--- config.mk ---
export PLATFORM = sky130hd
export DESIGN_NAME = eval_rr_scheduler
export DESIGN_NICKNAME = d
export VERILOG_FILES = /design/src/rtl/eval_rr_scheduler.sv
export SDC_FILE = /design/constraint.sdc
export NUM_CORES = 1
export LEC_CHECK = 0
export ABC_AREA = 1
export ABC_CLOCK_PERIOD_IN_PS = 4100
export CAP_MARGIN = 25
export CELL_PAD_IN_SITES_DETAIL_PLACEMENT = 0
export CELL_PAD_IN_SITES_GLOBAL_PLACEMENT = 1
export CORE_MARGIN = 2
export CORE_UTILIZATION = 36
export DETAILED_ROUTE_END_ITERATION = 8
export GPL_TIMING_DRIVEN = 1
export PLACE_DENSITY_LB_ADDON = 0.1
export SETUP_SLACK_MARGIN = 0.3
export SLEW_MARGIN = 20
export SYNTH_ARGS = -nofsm -noshare
export SYNTH_HDL_FRONTEND = slang
export SYNTH_SLANG_ARGS = --single-unit
--- constraint.sdc ---
create_clock -name clk -period 4.1 [get_ports clk]
set_input_delay 1.23 -clock clk [delete_from_list [all_inputs] [get_ports clk]]
set_output_delay 1.23 -clock clk [all_outputs]
set_load 0.01 [all_outputs]
--- src/rtl/eval_rr_scheduler.sv ---
// Round-robin front end for one shared 3-input evaluator.
// Grants one requester, evaluates its operand, pulses the result back.
module eval_rr_scheduler #(
    parameter int NREQ  = 4,
    parameter int CNT_W = 16
) (
    input  logic              clk,
    input  logic              rst_n,
    input  logic [NREQ-1:0]   req_valid,
    input  logic [3*NREQ-1:0] req_op,
    output logic [NREQ-1:0]   req_ready,
    output logic [NREQ-1:0]   rsp_valid,
    output logic              rsp_x,
    output logic              busy,
    output logic [CNT_W-1:0]  eval_count
);

    localparam int IW = (NREQ > 1) ? $clog2(NREQ) : 1;

    typedef enum logic [1:0] {
        IDLE,
        EVAL,
        DONE
    } state_t;

    state_t        state;
    state_t        state_nxt;
    logic [IW-1:0] ptr;
    logic [IW-1:0] g_r;
    logic [IW-1:0] win;
    logic [IW-1:0] idx;
    logic          found;
    logic [2:0]    op_r;
    logic          x;

    // Search starts just after the last grant and wraps.
    always_comb begin
        found = 1'b0;
        win   = '0;
        idx   = '0;
        for (int k = 1; k <= NREQ; k++) begin
            idx = IW'((int'(ptr) + k) % NREQ);
            if (!found && req_valid[idx]) begin
                found = 1'b1;
                win   = idx;
            end
        end
    end

    assign x = (~op_r[2] & op_r[0]) | (~op_r[1] & op_r[0]) |
               (~op_r[2] & op_r[1]) | (op_r[2] & ~op_r[0]);

    always_ff @(posedge clk) begin
        if (!rst_n) begin
            state <= IDLE;
        end else begin
            state <= state_nxt;
        end
    end

    // Strobes are masked during reset so an aborted job never responds.
    always_comb begin
        state_nxt = state;
        req_ready = '0;
        rsp_valid = '0;
        busy      = 1'b0;
        unique case (state)
            IDLE: begin
                if (found) begin
                    req_ready = rst_n ? (NREQ'(1) << win) : '0;
                    state_nxt = EVAL;
                end
            end
            EVAL: begin
                busy      = 1'b1;
                state_nxt = DONE;
            end
            DONE: begin
                busy      = 1'b1;
                rsp_valid = rst_n ? (NREQ'(1) << g_r) : '0;
                state_nxt = IDLE;
            end
            default: state_nxt = IDLE;
        endcase
    end

    always_ff @(posedge clk) begin
        if (!rst_n) begin
            ptr        <= IW'(NREQ - 1);
            g_r        <= '0;
            op_r       <= '0;
            rsp_x      <= 1'b0;
            eval_count <= '0;
        end else begin
            if (state == IDLE && found) begin
                ptr  <= win;
                g_r  <= win;
                op_r <= req_op[int'(win)*3 +: 3];
            end
            if (state == EVAL) begin
                rsp_x <= x;
            end
            if (state == DONE && eval_count != '1) begin
                eval_count <= eval_count + CNT_W'(1);
            end
        end
    end

endmodule

# After elaboration in Yosys (flattened, before gate mapping)
# Cells that the tools add are included.
[totals] ff_bits=26 out_inout_bits=26 in_bits=18 word_cells=67
[op_classes] eq_ne=4 shifts=3 magnitude_cmp=4 muxes=24 reduce_logical=10 add_sub_neg=5 multipliers=1 bitwise_logic=10
[ops] operator="2-to-1 mux 4 bit" count=5
[ops] operator="adder 16 x 1 -> 16 bit (second input constant)" count=1
[ops] operator="inequality test 16 bit (second input constant)" count=1
[ops] operator="< comparator 2 x 3 -> 1 bit (second input constant)" count=4
[ops] operator="indexed part select 12 x 5 -> 3 bit" count=1
[ops] operator="2-to-1 mux 2 bit" count=5
[ops] operator="2-to-1 mux 1 bit" count=9
[ops] operator="binary-select mux 1 bit (select 2 bit)" count=4
[ops] operator="left shift 1 x 2 -> 4 bit (first input constant)" count=2
[ops] operator="logical AND 1 bit" count=5
[ops] operator="adder 2 x 1 -> 2 bit (second input constant)" count=2
[ops] operator="adder 2 bit (second input constant)" count=2
[ops] operator="bitwise AND 1 bit" count=4
[ops] operator="multiplier 2 x 2 -> 4 bit (second input constant)" count=1
[ops] operator="case mux 2 bit (2 select lines)" count=1
[ops] operator="zero test 1 bit" count=3
[ops] operator="inverter 1 bit" count=3
[ops] operator="OR 1 bit" count=3
[ops] operator="equality test 2 x 1 -> 1 bit (second input constant)" count=1
[ops] operator="equality test 2 bit (second input constant)" count=1
[ops] operator="zero test 2 bit" count=1
[ops] operator="inequality test 2 bit (second input constant)" count=1
[ops] operator="OR reduction 2 bit" count=1

# Depth between registers and ports, before layout
[depth] word_depth=17 ltp_mapped=16 depth_no_buf=15

# Least setup slack after synthesis
# Ideal clock, no wire load.
[synth_timing] path_type="in2out" start="in req_valid[3]" end="out req_ready[0]" t_required_ns=2.870 stages=11 path_buffers=1 t_arrival_ns=2.215 setup_slack_ns=0.655 path_cell_list="nand2_1 > nand2_1 > nand2_1 > inv_1 > nor2_1 > nand3_2 > nand2_2 > inv_2 > buf_6 > nand2_1 > nor3_1"
[synth_via] elab_chain_len=16 word_cells_on_any_way=26 cone_classes="shift (1); mux (19); reduce/logical (6)"
[synth_rtl] element="from (decl)" line_no="9" text="input logic [NREQ-1:0] req_valid,"
[synth_rtl] element="binary-select mux 1 bit (select 2 bit)" line_no="43" text="if (!found && req_valid[idx]) begin"
[synth_rtl] element="2-to-1 mux 1 bit (not written as such)" line_no="43"
[synth_rtl] element="2-to-1 mux 1 bit" line_no="43"
[synth_rtl] element="zero test 1 bit" line_no="43"
[synth_rtl] element="logical AND 1 bit" line_no="43"
[synth_rtl] element="2-to-1 mux 1 bit" line_no="43"
[synth_rtl] element="zero test 1 bit" line_no="43"
[synth_rtl] element="logical AND 1 bit" line_no="43"
[synth_rtl] element="2-to-1 mux 1 bit" line_no="43"
[synth_rtl] element="zero test 1 bit" line_no="43"
[synth_rtl] element="logical AND 1 bit" line_no="43"
[synth_rtl] element="2-to-1 mux 2 bit" line_no="43"
[synth_rtl] element="left shift 1 x 2 -> 4 bit" line_no="70" text="req_ready = rst_n ? (NREQ'(1) << win) : '0;"
[synth_rtl] element="2-to-1 mux 4 bit" line_no="70"
[synth_rtl] element="2-to-1 mux 4 bit *" line_no="69" text="if (found) begin"
[synth_rtl] element="2-to-1 mux 4 bit *" line_no="67" text="unique case (state)"
[synth_rtl] element="to (decl)" line_no="11" text="output logic [NREQ-1:0] req_ready,"
# Every way passes the cells marked *; elsewhere a longest branch is shown, timed or not. The select of a mux whose other input is x is not followed.

# Final worst setup path
[layout_timing] start="in req_valid[1]" end="out req_ready[0]"
# The elaborated chain is that of the path after synthesis.

==> out/summary.md <==
After clock tree synthesis, the clock-pin slew on the worst setup and hold paths is 0.09 ns. Pin placement for this block handled 44 I/O pins. The worst path meets setup with 0.406 ns of slack.

For this run, design rule violations remaining after detail routing come to 0. The run finished with clean final reports. The run gives 293 as the net count after synthesis. Setup repair after global routing left no endpoint under its margin. Setup violation total in the final timing report: 0. The post-synthesis sequential area ratio was 30.0%.

The launching element type of the critical path was a primary input. Number of H-tree branching levels: 1. The peak supply drop was 0.000376 V. Entering global routing, the biggest net connects 15 pins. Via count of the first global-routing pass: 1662. The iteration-0 DRC count of the detailed router is 87, and the flip-flop and latch count after synthesis is 26. For this run, the number of Yosys warnings is 0. The critical path is of the in2out type. The die outline height is 73.4 um. Synthesis instantiated 32 different standard cells from the library. The longest clock path from root to sink contains 2 buffers. The clock reaches the later pin of the worst-skew pair after 0.27 ns. In this run the remaining antenna-violating nets after routing total 0. The layer flagged by global routing as most heavily used is met2. The cell area power density was 623 nW/um^2; the vias per cell was 4.80.

The logs give 3.41 mm for the post-DP HPWL and 36.9% for the starting density of the core. In this run, synthesis inferred 0 flip-flops with an integrated enable. After detailed routing, the average wire length per cell comes to 11.7 um. The longest individual stage delay on the worst path was 0.24 ns; the number of nets in the layout was 349.

The die area is 5380 um^2. Subtracting the final worst setup slack from the clock period gives 3.69 ns. The reported max-cap violation count is 0. The area added between synthesis and finish is 38.4%. The slew at the pin with the worst max-slew slack is 0.503 ns. The run gives 0 as the number of endpoints with negative hold slack in the final report.

The worst setup path is captured at an output pin. The global-route track usage on met3 was 2.33%. TritonCTS built the clock tree.

The clock drives 26 sinks. The fmax is 271 MHz, and the total global routing overflow is 0. The tools report the number of instances in the synthesized netlist as 270.

Die extent in x: 73.4 um. The cell chosen for the clock root was sky130_fd_sc_hd__clkbuf_8. For this block, the via count after detailed routing is 1818.

The number of max-slew violations in the final report is 0, and the area of the placeable core is 4690 um^2. The worst path uses 90.1% of the clock period. The arrival time of the worst setup path was 2.46 ns; the static power due to leakage was 1.01 nW. Standard cell with the maximum stage delay on the critical path: sky130_fd_sc_hd__dlygate4sd2_1. For the worst setup path, the data required time is 2.87 ns. Row generation in the floorplan step produced 25 rows. The number of port buffers is 43.

The post-synthesis async set-or-reset flop share is 0%. The worst reg2reg path depth works out to 10. In this run, CTS created clock tree buffers numbering 3.

The worst hold path class was reg2reg. The final clock skew was 0.00140 ns; the total routing resource utilization after global routing was 17.4%. For the pre-CTS setup slack, the log shows -0.276 ns. The area of the mapped netlist is 1730 um^2, and the logic depth of the worst path, buffers included is 11. Final hold analysis gives a worst-case slack of 0.499 ns. The total detailed-routing wirelength was 4.44 mm; the mean post-synth cell area was 6.42 um^2. The initial antenna violation count was 0.

The worst hold path was traced through 2 stages. Hold repair after CTS inserted 0 buffers. Prevailing post-synth register cell: sky130_fd_sc_hd__dfxtp_1. The design draws 1.50 mW.

Traced cell by cell, the critical path runs through dlygate4sd2_1 > nand2_1 > nand2_1 > nand2_1 > nand2_2 > nor2_4 > nand3_4 > inv_4 > nor2_4 > nor3_2 > buf_2. The worst slew slack as a fraction of its limit came out at 66.4%. The routing usage on met2 was 31.4%; the largest driver fanout on the critical path was 4. The number of diodes is 0. The most repeated library cell on the critical path is sky130_fd_sc_hd__nand2_1.

Counting both buffers and inverters, the worst setup path holds a total of 3. The first global-routing pass estimated 7.37 mm of wire. The met1 usage came out at 21.3%.

The iteration count of the initial detailed-routing pass was 4. For this run, the share of the core covered by cells in the final layout is 51.1%. At the end of routability-driven placement, the weighted congestion stood at 0.887. Broken down by cell family, the worst path's largest delay share belongs to simple AND/OR/NAND/NOR gates.

Of the cells placed in the final design, the portion with a size suffix greater than 1 is 19.7%.
[report_power, final]
group	switching (mW)	internal, mW	total, mW
combinational	0.557	0.418	0.975
sequential	0.0557	0.299	0.354
clock	0.0801	0.0859	0.166
total	0.693	0.803	1.50
[logic make-up (layout without fill, tap and decap cells)]
kind of cell / Yosys count / after routing / synth area share [%]
xor gates and xnor gates: 8 / 8 / 4.04
adders and majority gates: 5 / 5 / 3.61
DFF: 26 / 26 / 30.0
buffers and inverters: 34 / 89 / 9.17
AOI/OAI and AO/OA: 29 / 29 / 9.46
and+or+nand+nor: 168 / 168 / 43.7
[metrics by stage]
| step | TNS (ns) | instances | cell area (um^2) |
|---|---|---|---|
| 6_report | 0 | 379 | 2400 |
| 5_1_grt | 0 | 379 | 2400 |
| 4_1_cts | 0 | 379 | 2390 |
| 3_5_place_dp | -1.03 | 373 | 2280 |
| 3_3_place_gp | -1.16 | 373 | 2280 |
| 2_1_floorplan | 0 | 270 | 1730 |
[per-layer routing]
metal,wire (um),vias up
li1,-,989
met1,2000,791
met2,2250,34
met4,52,0
met5,0,-
met3,137,4
[cells in the final DEF, fill, tap and decap left out, drive strengths merged]
cell | Yosys | layout
a21oi | 15 | 15
nor3b | 2 | 2
nand3 | 27 | 27
inv | 27 | 27
o21ai | 8 | 8
nand3b | 1 | 1
nor4 | 3 | 3
nand2 | 91 | 91
xnor2 | 3 | 3
o21bai | 2 | 2
clkdlybuf4s50 | 0 | 31
dlygate4sd2 | 0 | 6
ha | 5 | 5
clkbuf | 4 | 6
a31oi | 2 | 2
nand4 | 4 | 4
xor2 | 5 | 5
dfxtp | 26 | 26
nor3 | 11 | 11
nor2 | 29 | 29
buf | 3 | 19
o211ai | 2 | 2
[synth_stat cells (3+ instances only)]
library cell,n,area [um^2]
sky130_fd_sc_hd__o21ai_0,6,30.0
sky130_fd_sc_hd__nor2_1,26,97.6
sky130_fd_sc_hd__nor3_1,11,55.1
sky130_fd_sc_hd__ha_1,5,62.6
sky130_fd_sc_hd__a21oi_1,15,75.1
sky130_fd_sc_hd__inv_1,22,82.6
sky130_fd_sc_hd__nand2_1,82,308
sky130_fd_sc_hd__dfxtp_1,26,521
sky130_fd_sc_hd__nand2_2,9,56.3
sky130_fd_sc_hd__nor4_1,3,18.8
sky130_fd_sc_hd__nand3_2,3,30.0
sky130_fd_sc_hd__nand3_1,24,120
sky130_fd_sc_hd__inv_2,4,15.0
sky130_fd_sc_hd__nand4_1,4,25.0
sky130_fd_sc_hd__xnor2_1,3,26.3
sky130_fd_sc_hd__xor2_1,5,43.8
[sequential cells by signal, summed over array words and instances (netlist names)]
register and flops:
state 2, g_r 2, eval_count 16, ptr 2, op_r 3, rsp_x 1
[area by class of cell]
class / count / area, um^2
inverter: 27 / 111
fill: 481 / 2290
clock buffer: 4 / 55.1
multi-input combinational: 210 / 1140
timing repair buffer: 58 / 505
tap: 54 / 67.6
sequential: 26 / 520
[timing repair]
action	in CTS	in global routing
setup endpoints to repair	8	3
resized for setup	42	10
pin swaps	10	5
cloned	0	0
setup buffers	2	0
endpoints found under the hold margin	0	0
[path summary, 6_finish.rpt]
| path | end | slack, ns | from |
|---|---|---|---|
| worst max-delay path | req_ready[0] | 0.41 | req_valid[1] |
| worst min-delay path | rsp_x$_SDFFE_PN0N_ | 0.50 | op_r[0]$_SDFFE_PN0P_ |
| worst max register to register | eval_count[7]$_SDFFE_PN0P_ | 1.87 | eval_count[0]$_SDFFE_PN0P_ |
| worst min register to register | rsp_x$_SDFFE_PN0N_ | 0.50 | op_r[0]$_SDFFE_PN0P_ |
[tightest hold or removal path, stage by stage, from the launching register on]
cell	delay [ns]
sky130_fd_sc_hd__dfxtp_1	0.33
sky130_fd_sc_hd__nand2_1	0.06
sky130_fd_sc_hd__a31oi_1	0.07
Power figures use the tool's default switching activity.
